File: src/rtl/ro_buffer.sv
// Reorder buffer: in-order retire of out-of-order CDB results, with register status table upkeep.
// Optional ROB_FLUSH_EN adds a flush input and a 31-cycle status-table sweep (SWEEP state).
module ro_buffer #(
  parameter int         DEPTH       = 16,
  parameter logic [5:0] INVALID_TAG = 6'b010000
) (
  input  logic        clk,
  input  logic        rst,
`ifdef ROB_FLUSH_EN
  input  logic        flush,
`endif
  input  logic        issue_valid,
  input  logic [4:0]  issue_dest,
  output logic        issue_ready,
  output logic [5:0]  issue_tag,
  input  logic        cdb_valid,
  input  logic [5:0]  cdb_tag,
  input  logic [31:0] cdb_value,
  output logic [4:0]  lookup_index,
  input  logic [5:0]  lookup_status,
  output logic        status_we,
  output logic [4:0]  status_index,
  output logic [5:0]  status_data,
  output logic        commit_valid,
  output logic [4:0]  commit_dest,
  output logic [31:0] commit_value,
  output logic [5:0]  commit_tag
);

  localparam int PW = $clog2(DEPTH);
  localparam int CW = PW + 1;

  logic [PW-1:0]    head_q, head_d, tail_q, tail_d;
  logic [CW-1:0]    count_q, count_d;
  logic [DEPTH-1:0] busy_q, busy_d, done_q, done_d;
  logic [4:0]       dest_q [DEPTH];
  logic [31:0]      val_q  [DEPTH];

  logic        commit_valid_q;
  logic [4:0]  commit_dest_q;
  logic [31:0] commit_value_q;
  logic [5:0]  commit_tag_q;

  logic          run, flush_run, sweeping;
  logic [4:0]    sweep_idx;
  logic          issue_fire, issue_wr, cdb_hit;
  logic [PW-1:0] cdb_idx;
  logic [4:0]    hd_dest;
  logic [5:0]    hd_tag;
  logic          retire_cand, same_dest, need_clear, retire, clear_wr;

`ifdef ROB_FLUSH_EN
  localparam logic [0:0] ST_RUN   = 1'b0;
  localparam logic [0:0] ST_SWEEP = 1'b1;

  logic [0:0] state_q, state_d;
  logic [4:0] sweep_idx_q, sweep_idx_d;

  assign run       = (state_q == ST_RUN);
  assign sweeping  = (state_q == ST_SWEEP);
  assign flush_run = run && flush;
  assign sweep_idx = sweep_idx_q;

  // A flush in either state (re)starts the sweep at register 1; r0 never holds a tag.
  always_comb begin
    state_d     = state_q;
    sweep_idx_d = sweep_idx_q;
    if (flush) begin
      state_d     = ST_SWEEP;
      sweep_idx_d = 5'd1;
    end else if (sweeping) begin
      if (sweep_idx_q == 5'd31) begin
        state_d = ST_RUN;
      end else begin
        sweep_idx_d = sweep_idx_q + 5'd1;
      end
    end
  end

  always_ff @(posedge clk) begin
    if (rst) begin
      state_q     <= ST_RUN;
      sweep_idx_q <= 5'd1;
    end else begin
      state_q     <= state_d;
      sweep_idx_q <= sweep_idx_d;
    end
  end
`else
  assign run       = 1'b1;
  assign sweeping  = 1'b0;
  assign flush_run = 1'b0;
  assign sweep_idx = 5'd0;
`endif

  assign issue_ready  = (count_q < CW'(DEPTH)) && run && !flush_run;
  assign issue_tag    = 6'(tail_q);
  assign issue_fire   = issue_valid && issue_ready;
  assign issue_wr     = issue_fire && (issue_dest != 5'd0);

  assign cdb_idx      = cdb_tag[PW-1:0];
  assign cdb_hit      = cdb_valid && run && (cdb_tag < 6'(DEPTH)) && busy_q[cdb_idx]
                        && !(issue_fire && (cdb_tag == issue_tag));

  assign hd_dest      = dest_q[head_q];
  assign hd_tag       = 6'(head_q);
  assign lookup_index = hd_dest;

  // A same-cycle issue to the head's dest already overwrites the status entry, so no clear is owed.
  assign retire_cand  = run && !flush_run && busy_q[head_q] && done_q[head_q];
  assign same_dest    = issue_fire && (issue_dest == hd_dest);
  assign need_clear   = (hd_dest != 5'd0) && (lookup_status == hd_tag) && !same_dest;
  assign retire       = retire_cand && !(need_clear && issue_wr);
  assign clear_wr     = retire && need_clear;

  always_comb begin
    busy_d = busy_q;
    done_d = done_q;
    if (cdb_hit) done_d[cdb_idx] = 1'b1;
    if (retire) begin
      busy_d[head_q] = 1'b0;
      done_d[head_q] = 1'b0;
    end
    if (issue_fire) begin
      busy_d[tail_q] = 1'b1;
      done_d[tail_q] = 1'b0;
    end
    if (flush_run) begin
      busy_d = '0;
      done_d = '0;
    end
  end

  always_comb begin
    head_d  = head_q;
    tail_d  = tail_q;
    count_d = count_q;
    if (retire) head_d = (head_q == PW'(DEPTH - 1)) ? '0 : head_q + 1'b1;
    if (issue_fire) tail_d = (tail_q == PW'(DEPTH - 1)) ? '0 : tail_q + 1'b1;
    unique case ({issue_fire, retire})
      2'b10:   count_d = count_q + 1'b1;
      2'b01:   count_d = count_q - 1'b1;
      default: count_d = count_q;
    endcase
    if (flush_run) begin
      head_d  = '0;
      tail_d  = '0;
      count_d = '0;
    end
  end

  // Single status write port: sweep, then issue, then retire clear.
  always_comb begin
    status_we    = 1'b0;
    status_index = 5'd0;
    status_data  = 6'd0;
    if (rst) begin
      status_we = 1'b0;
    end else if (sweeping) begin
      status_we    = 1'b1;
      status_index = sweep_idx;
      status_data  = INVALID_TAG;
    end else if (issue_wr) begin
      status_we    = 1'b1;
      status_index = issue_dest;
      status_data  = issue_tag;
    end else if (clear_wr) begin
      status_we    = 1'b1;
      status_index = hd_dest;
      status_data  = INVALID_TAG;
    end
  end

  always_ff @(posedge clk) begin
    if (rst) begin
      head_q         <= '0;
      tail_q         <= '0;
      count_q        <= '0;
      busy_q         <= '0;
      done_q         <= '0;
      commit_valid_q <= 1'b0;
      commit_dest_q  <= 5'd0;
      commit_value_q <= 32'd0;
      commit_tag_q   <= INVALID_TAG;
    end else begin
      head_q         <= head_d;
      tail_q         <= tail_d;
      count_q        <= count_d;
      busy_q         <= busy_d;
      done_q         <= done_d;
      commit_valid_q <= retire;
      if (retire) begin
        commit_dest_q  <= hd_dest;
        commit_value_q <= val_q[head_q];
        commit_tag_q   <= hd_tag;
      end
    end
  end

  always_ff @(posedge clk) begin
    if (cdb_hit) val_q[cdb_idx] <= cdb_value;
    if (issue_fire) dest_q[tail_q] <= issue_dest;
  end

  assign commit_valid = commit_valid_q;
  assign commit_dest  = commit_dest_q;
  assign commit_value = commit_value_q;
  assign commit_tag   = commit_tag_q;

endmodule

File: config.mk
export PLATFORM = sky130hd
export DESIGN_NAME = ro_buffer
export DESIGN_NICKNAME = d
export VERILOG_FILES = /design/src/rtl/ro_buffer.sv
export SDC_FILE = /design/constraint.sdc
export NUM_CORES = 1
export LEC_CHECK = 0
export CAP_MARGIN = 10
export CORE_MARGIN = 10
export CORE_UTILIZATION = 40
export CTS_CLUSTER_DIAMETER = 80
export DETAILED_ROUTE_END_ITERATION = 8
export GPL_TIMING_DRIVEN = 1
export PLACE_DENSITY = 0.62
export SYNTH_ARGS = -nofsm -noshare
export SYNTH_HDL_FRONTEND = slang
export SYNTH_SLANG_ARGS = --single-unit
File: constraint.sdc
create_clock -name clk -period 14.8 [get_ports clk]
set_input_delay 2.22 -clock clk [delete_from_list [all_inputs] [get_ports clk]]
set_output_delay 2.22 -clock clk [all_outputs]
set_load 0.03 [all_outputs]
* Word-level counts from Yosys, hierarchy flattened *
Memory sizes are Yosys's and may differ from the RTL's. A register that Yosys moved wholly into a read port is not among the register bits.
Index checks and enable logic that the tools add are counted.

operators by class
  add/subtract/negate cells = 4
  order comparisons = 8
  equality and inequality tests = 7
  multiplexer cells = 35
  bitwise operators = 7
  reduce and logical (&&, ||, !) cells = 22

operator list
  operator                                             number
  two-way mux 16 bit                                   5
  AND 16 bit                                           3
  NOT 16 bit                                           2
  OR 16 bit                                            2
  two-way mux 5 bit                                    6
  logical AND 1 bit                                    16
  two-way mux 4 bit                                    4
  < comparator 4 x 5 -> 1 bit, second input constant   3
  two-way mux 1 bit                                    13
  binary-select mux 1 bit (select 4 bit)               3
  demux 1 bit (select 4 bit)                           3
  equality test 6 x 4 -> 1 bit                         2
  >= comparator 4 x 1 -> 1 bit, second input constant  3
  case mux 5 bit (2 select lines)                      1
  nonzero test 5 bit                                   2
  adder 4 x 1 -> 4 bit, second input constant          2
  equality test 4 bit, second input constant           2
  < comparator 6 x 5 -> 1 bit, second input constant   1
  adder 5 x 1 -> 5 bit, second input constant          1
  equality test 5 bit                                  1
  < comparator 5 bit, second input constant            1
  subtractor 5 x 1 -> 5 bit, second input constant     1
  zero test 1 bit                                      3
  equality test 2 x 1 -> 1 bit, second input constant  1
  other kinds (2)                                      2

word-level totals
  register bits after elaboration = 56
  RAM bits = 592
  input bits = 53
  output and inout bits = 68
  logic and storage cells = 93
  memories = 2

memories
  name    words  bits a word  read ports  clocked after memory_dff  write ports  RTL line  source
  val_q   16     32           1           1                         1            37        logic [31:0] val_q [DEPTH];
  dest_q  16     5            1           1                         1            36        logic [4:0] dest_q [DEPTH];

* Depth between registers and ports, before layout *
  depth in word-level cells = 12
  depth in mapped cells = 19
  depth with buffers taken out = 15

* Least setup slack after synthesis *
OpenSTA, ideal clock, no wires.

  path type = in2out
  from = in issue_dest[0]
  to = out status_index[0]
  arrival = 4.188 ns
  data required time = 12.580 ns
  path slack = 8.392 ns
  stages = 6
  buffers on the path = 0
  cells stage by stage = or4_1 o21ai_0 nand2_1 a211oi_1 a22oi_1 nor2_1

on the way
  cells in the longest elaborated chain, start to end = 11
  elaborated cells between the ends (all ways) = 13
  those cells by class = eq/ne: 1; mux: 3; reduce/logical: 9

RTL lines
  item                 RTL line  source
  start, declared      13        input logic [4:0] issue_dest,
  equality test 5 bit  111       assign same_dest = issue_fire && (issue_dest == hd_dest);
  logical AND 1 bit    111
  zero test 1 bit      112       assign need_clear = (hd_dest != 5'd0) && (lookup_status == hd_tag) && !same_dest;
  logical AND 1 bit    112
  logical AND 1 bit    113       assign retire = retire_cand && !(need_clear && issue_wr);
  zero test 1 bit      113
  logical AND 1 bit    113
  logical AND 1 bit    114       assign clear_wr = retire && need_clear;
  two-way mux 5 bit    167       end else if (clear_wr) begin
  two-way mux 5 bit *  163       end else if (issue_wr) begin
  two-way mux 5 bit *  157       if (rst) begin
  end, declared        22        output logic [4:0] status_index,

Every way passes the cells marked *; elsewhere a longest branch is shown, timed or not.

* Worst setup path after layout *
  from = in issue_dest[0]
  to = out status_index[4]

The elaborated chain is that of the path after synthesis.

==> reports/metrics.cfg <==
[status]
outcome=finished, final reports clean

[clock_tree]
cts_root_buf=clkbuf_16
post_cts_buffers=0
cts_sinks=684
cts-htree-levels=3
numCtsBuffers=74
clock_latency_ns=0.62
hold_buffers=0
cts.clk_slew.worst_paths_ns=0.06
cts_tree=built
cts_buffer_depth=3
cts_resized=0

[synth]
ys_types=64
yosysWarningCount=0
synthesis.area_sq_um=27000
synth.area.top_cells=edfxtp_1 66%, mux4_2 15%, dfxtp_1 6.8%, mux2i_1 1.6%, nand2_1 1.5%
synth_edf_count=592
async_flop_share=0
syn_inst=1422
synth_flop_cell=edfxtp_1
yosys.area.top_type=edfxtp_1
yosysTopAreaCellShare=0.657
syn_area_per_cell_sq_um=19.0
ys_ff_latch=684
seq_area_frac_synth=0.725

[setup_path]
cp.arrival_ns=5.79
path_class=in -> out
end_kind=output port
cp_max_fo=19
reg2regPathDepth=15
cp_data_required_time_ns=12.58
r2r_setup_slack_ns=9.78
start_kind=input port

[timing]
rsz0062_at_grt=no
min_period_ns=8.01
clock.fmax_mhz=125
fin_ws_ns=6.79
relSlewSlack=0.228
fin_skew_ns=0.0215
setup_viol=0
period_share=0.542
final.setup.tns_ns=0
hold_violations=0
slew_violations=0
tightestPinTransition_ns=1.15

[cells_and_area]
diodes=0
areaGrowthSynthToFinish_pct=16.6
stdcell_count=2489
fillers=5592
fin_nets=1620
final_cell_mix=592 x edfxtp_1, 185 x mux4_2, 115 x clkdlybuf4s50_1
final_common_cell=edfxtp_1
drive_above_1_share=0.222
post-route-util=0.470

[power_and_ir_drop]
power_density_nw_per_um2=125
finalPower_mw=3.94
p_leak_nw=9.89
peakVddDrop_v=0.0000747

[global_routing]
grt_first_pass_wirelength_um=95300
antenna_found_initial=7
grt_max_degree=68
grt_usage=0.164
grt_pass1_vias=14400
overflow=0

[floorplan]
std_cell_rows=95
fp.dieW_um=280
core_sq_um=67000
io_pins=121
initial_core_util=0.403
die_area_sq_um=78400
fp.dieH_um=280

[hold_path]
hp-class=reg -> reg
holdPathStages=2

[detailed_routing]
first_iter_violations=1322
wire_per_inst_um=25.7
vias_per_cell=5.59
num_vias=13900
postRouteAntennaNets=0
totalWireLength_um=63900
drc_errors=0
first_pass_iters=5

[run]
cap_violations=0

[place]
gp_congestion=0.802
dp_slack_ns=6.80
place.port_buffers=116
dp.cells=2353
hpwl_um=34400

-- final cells by class --
class / count / area (sq um) / area share
Clock buffer: 100 / 2000 / 0.0635
Sequential cell: 684 / 19600 / 0.623
Tap cell: 873 / 1090 / 0.0347
Timing Repair Buffer: 143 / 1360 / 0.0431
Inverter: 13 / 52.6 / 0.00167
Multi-Input combinational cell: 640 / 7070 / 0.224
Clock inverter: 36 / 314 / 0.00996
-- through the flow --
stage	hold WS, ns	area, sq um
global route	0.480	31500
detailed placement	0.454	29200
global placement	0.439	29200
CTS	0.464	31500
finish	0.461	31500
floorplan	0.471	27100
-- synthesized netlist by cell type, types with 2 or more instances --
library cell    n
a211oi_1        6
a211oi_2        2
a21o_1          2
a21oi_1        26
a22oi_1         9
a22oi_2         2
a31oi_1        10
and2_1          7
and3_1          3
buf_1          12
buf_2          11
buf_4           5
buf_6           9
clkbuf_1       49
dfxtp_1        92
edfxtp_1      592
ha_1           11
inv_1          12
mux2i_1        44
mux4_2        185
nand2_1       108
nand2b_1        8
nand3_1        13
nand3b_1        3
nand4_1         3
nor2_1         70
nor2b_1        14
nor3_1         14
nor3b_1         2
o211ai_1        6
o21a_1          2
o21ai_0        38
o221a_1         3
or2_2           2
or3_1           3
xnor2_1         9
xor2_1          8
-- cells by family after synthesis --
| kind of cell | share of synthesized area |
|---|---|
| DFF | 0.725 |
| and+or+nand+nor | 0.0440 |
| muxes | 0.172 |
| AOI/OAI and AO/OA | 0.0296 |
| buffers and inverters | 0.0185 |
| xor gates and xnor gates | 0.00551 |
| adders and majority gates | 0.00509 |
| other | 0.000139 |
-- where the power goes --
part | leakage (nW) | internal, mW | switching (mW) | total [mW]
Combinational | 2.69 | 0.0295 | 0.0591 | 0.0886
Sequential | 6.07 | 2.10 | 0.00393 | 2.10
Clock | 1.13 | 1.02 | 0.731 | 1.75
Total | 9.89 | 3.15 | 0.794 | 3.94
-- worst max-delay path, cell delays in order --
cell and delay, ns:
clkdlybuf4s50_1 0.78, or4_1 0.64, o21ai_0 0.48, nand2_1 0.09, a211oi_1 0.59, a22oi_1 0.15
nor2_1 0.14, clkdlybuf4s50_1 0.70
-- flip-flops by register name (all words and copies together) (netlist names), named ones only --
name and count:
commit_dest 5, commit_valid 1, busy_q 16, count_q 5, commit_tag 5, val_q 512
head_q 4, done_q 16, tail_q 4, commit_value 32, dest_q 80
-- final timing paths --
check	endpoint	startpoint
max	status_index[4]	issue_dest[0]
min	commit_dest[2]	commit_dest[2]
max reg2reg	count_q[4]	flop
min reg2reg	commit_dest[2]	commit_dest[2]
-- per-layer routing --
metal / global-route usage / routed length [um] / up-vias / part of all wire
li1: - / - / 5982 / -
met1: 0.214 / 26500 / 7305 / 0.41
met2: 0.265 / 31300 / 491 / 0.49
met3: 0.0386 / 4400 / 118 / 0.069
met4: 0.0582 / 1640 / 12 / 0.026
met5: 0 / 74 / - / 0.0012
(Power assumes the default switching activity.)
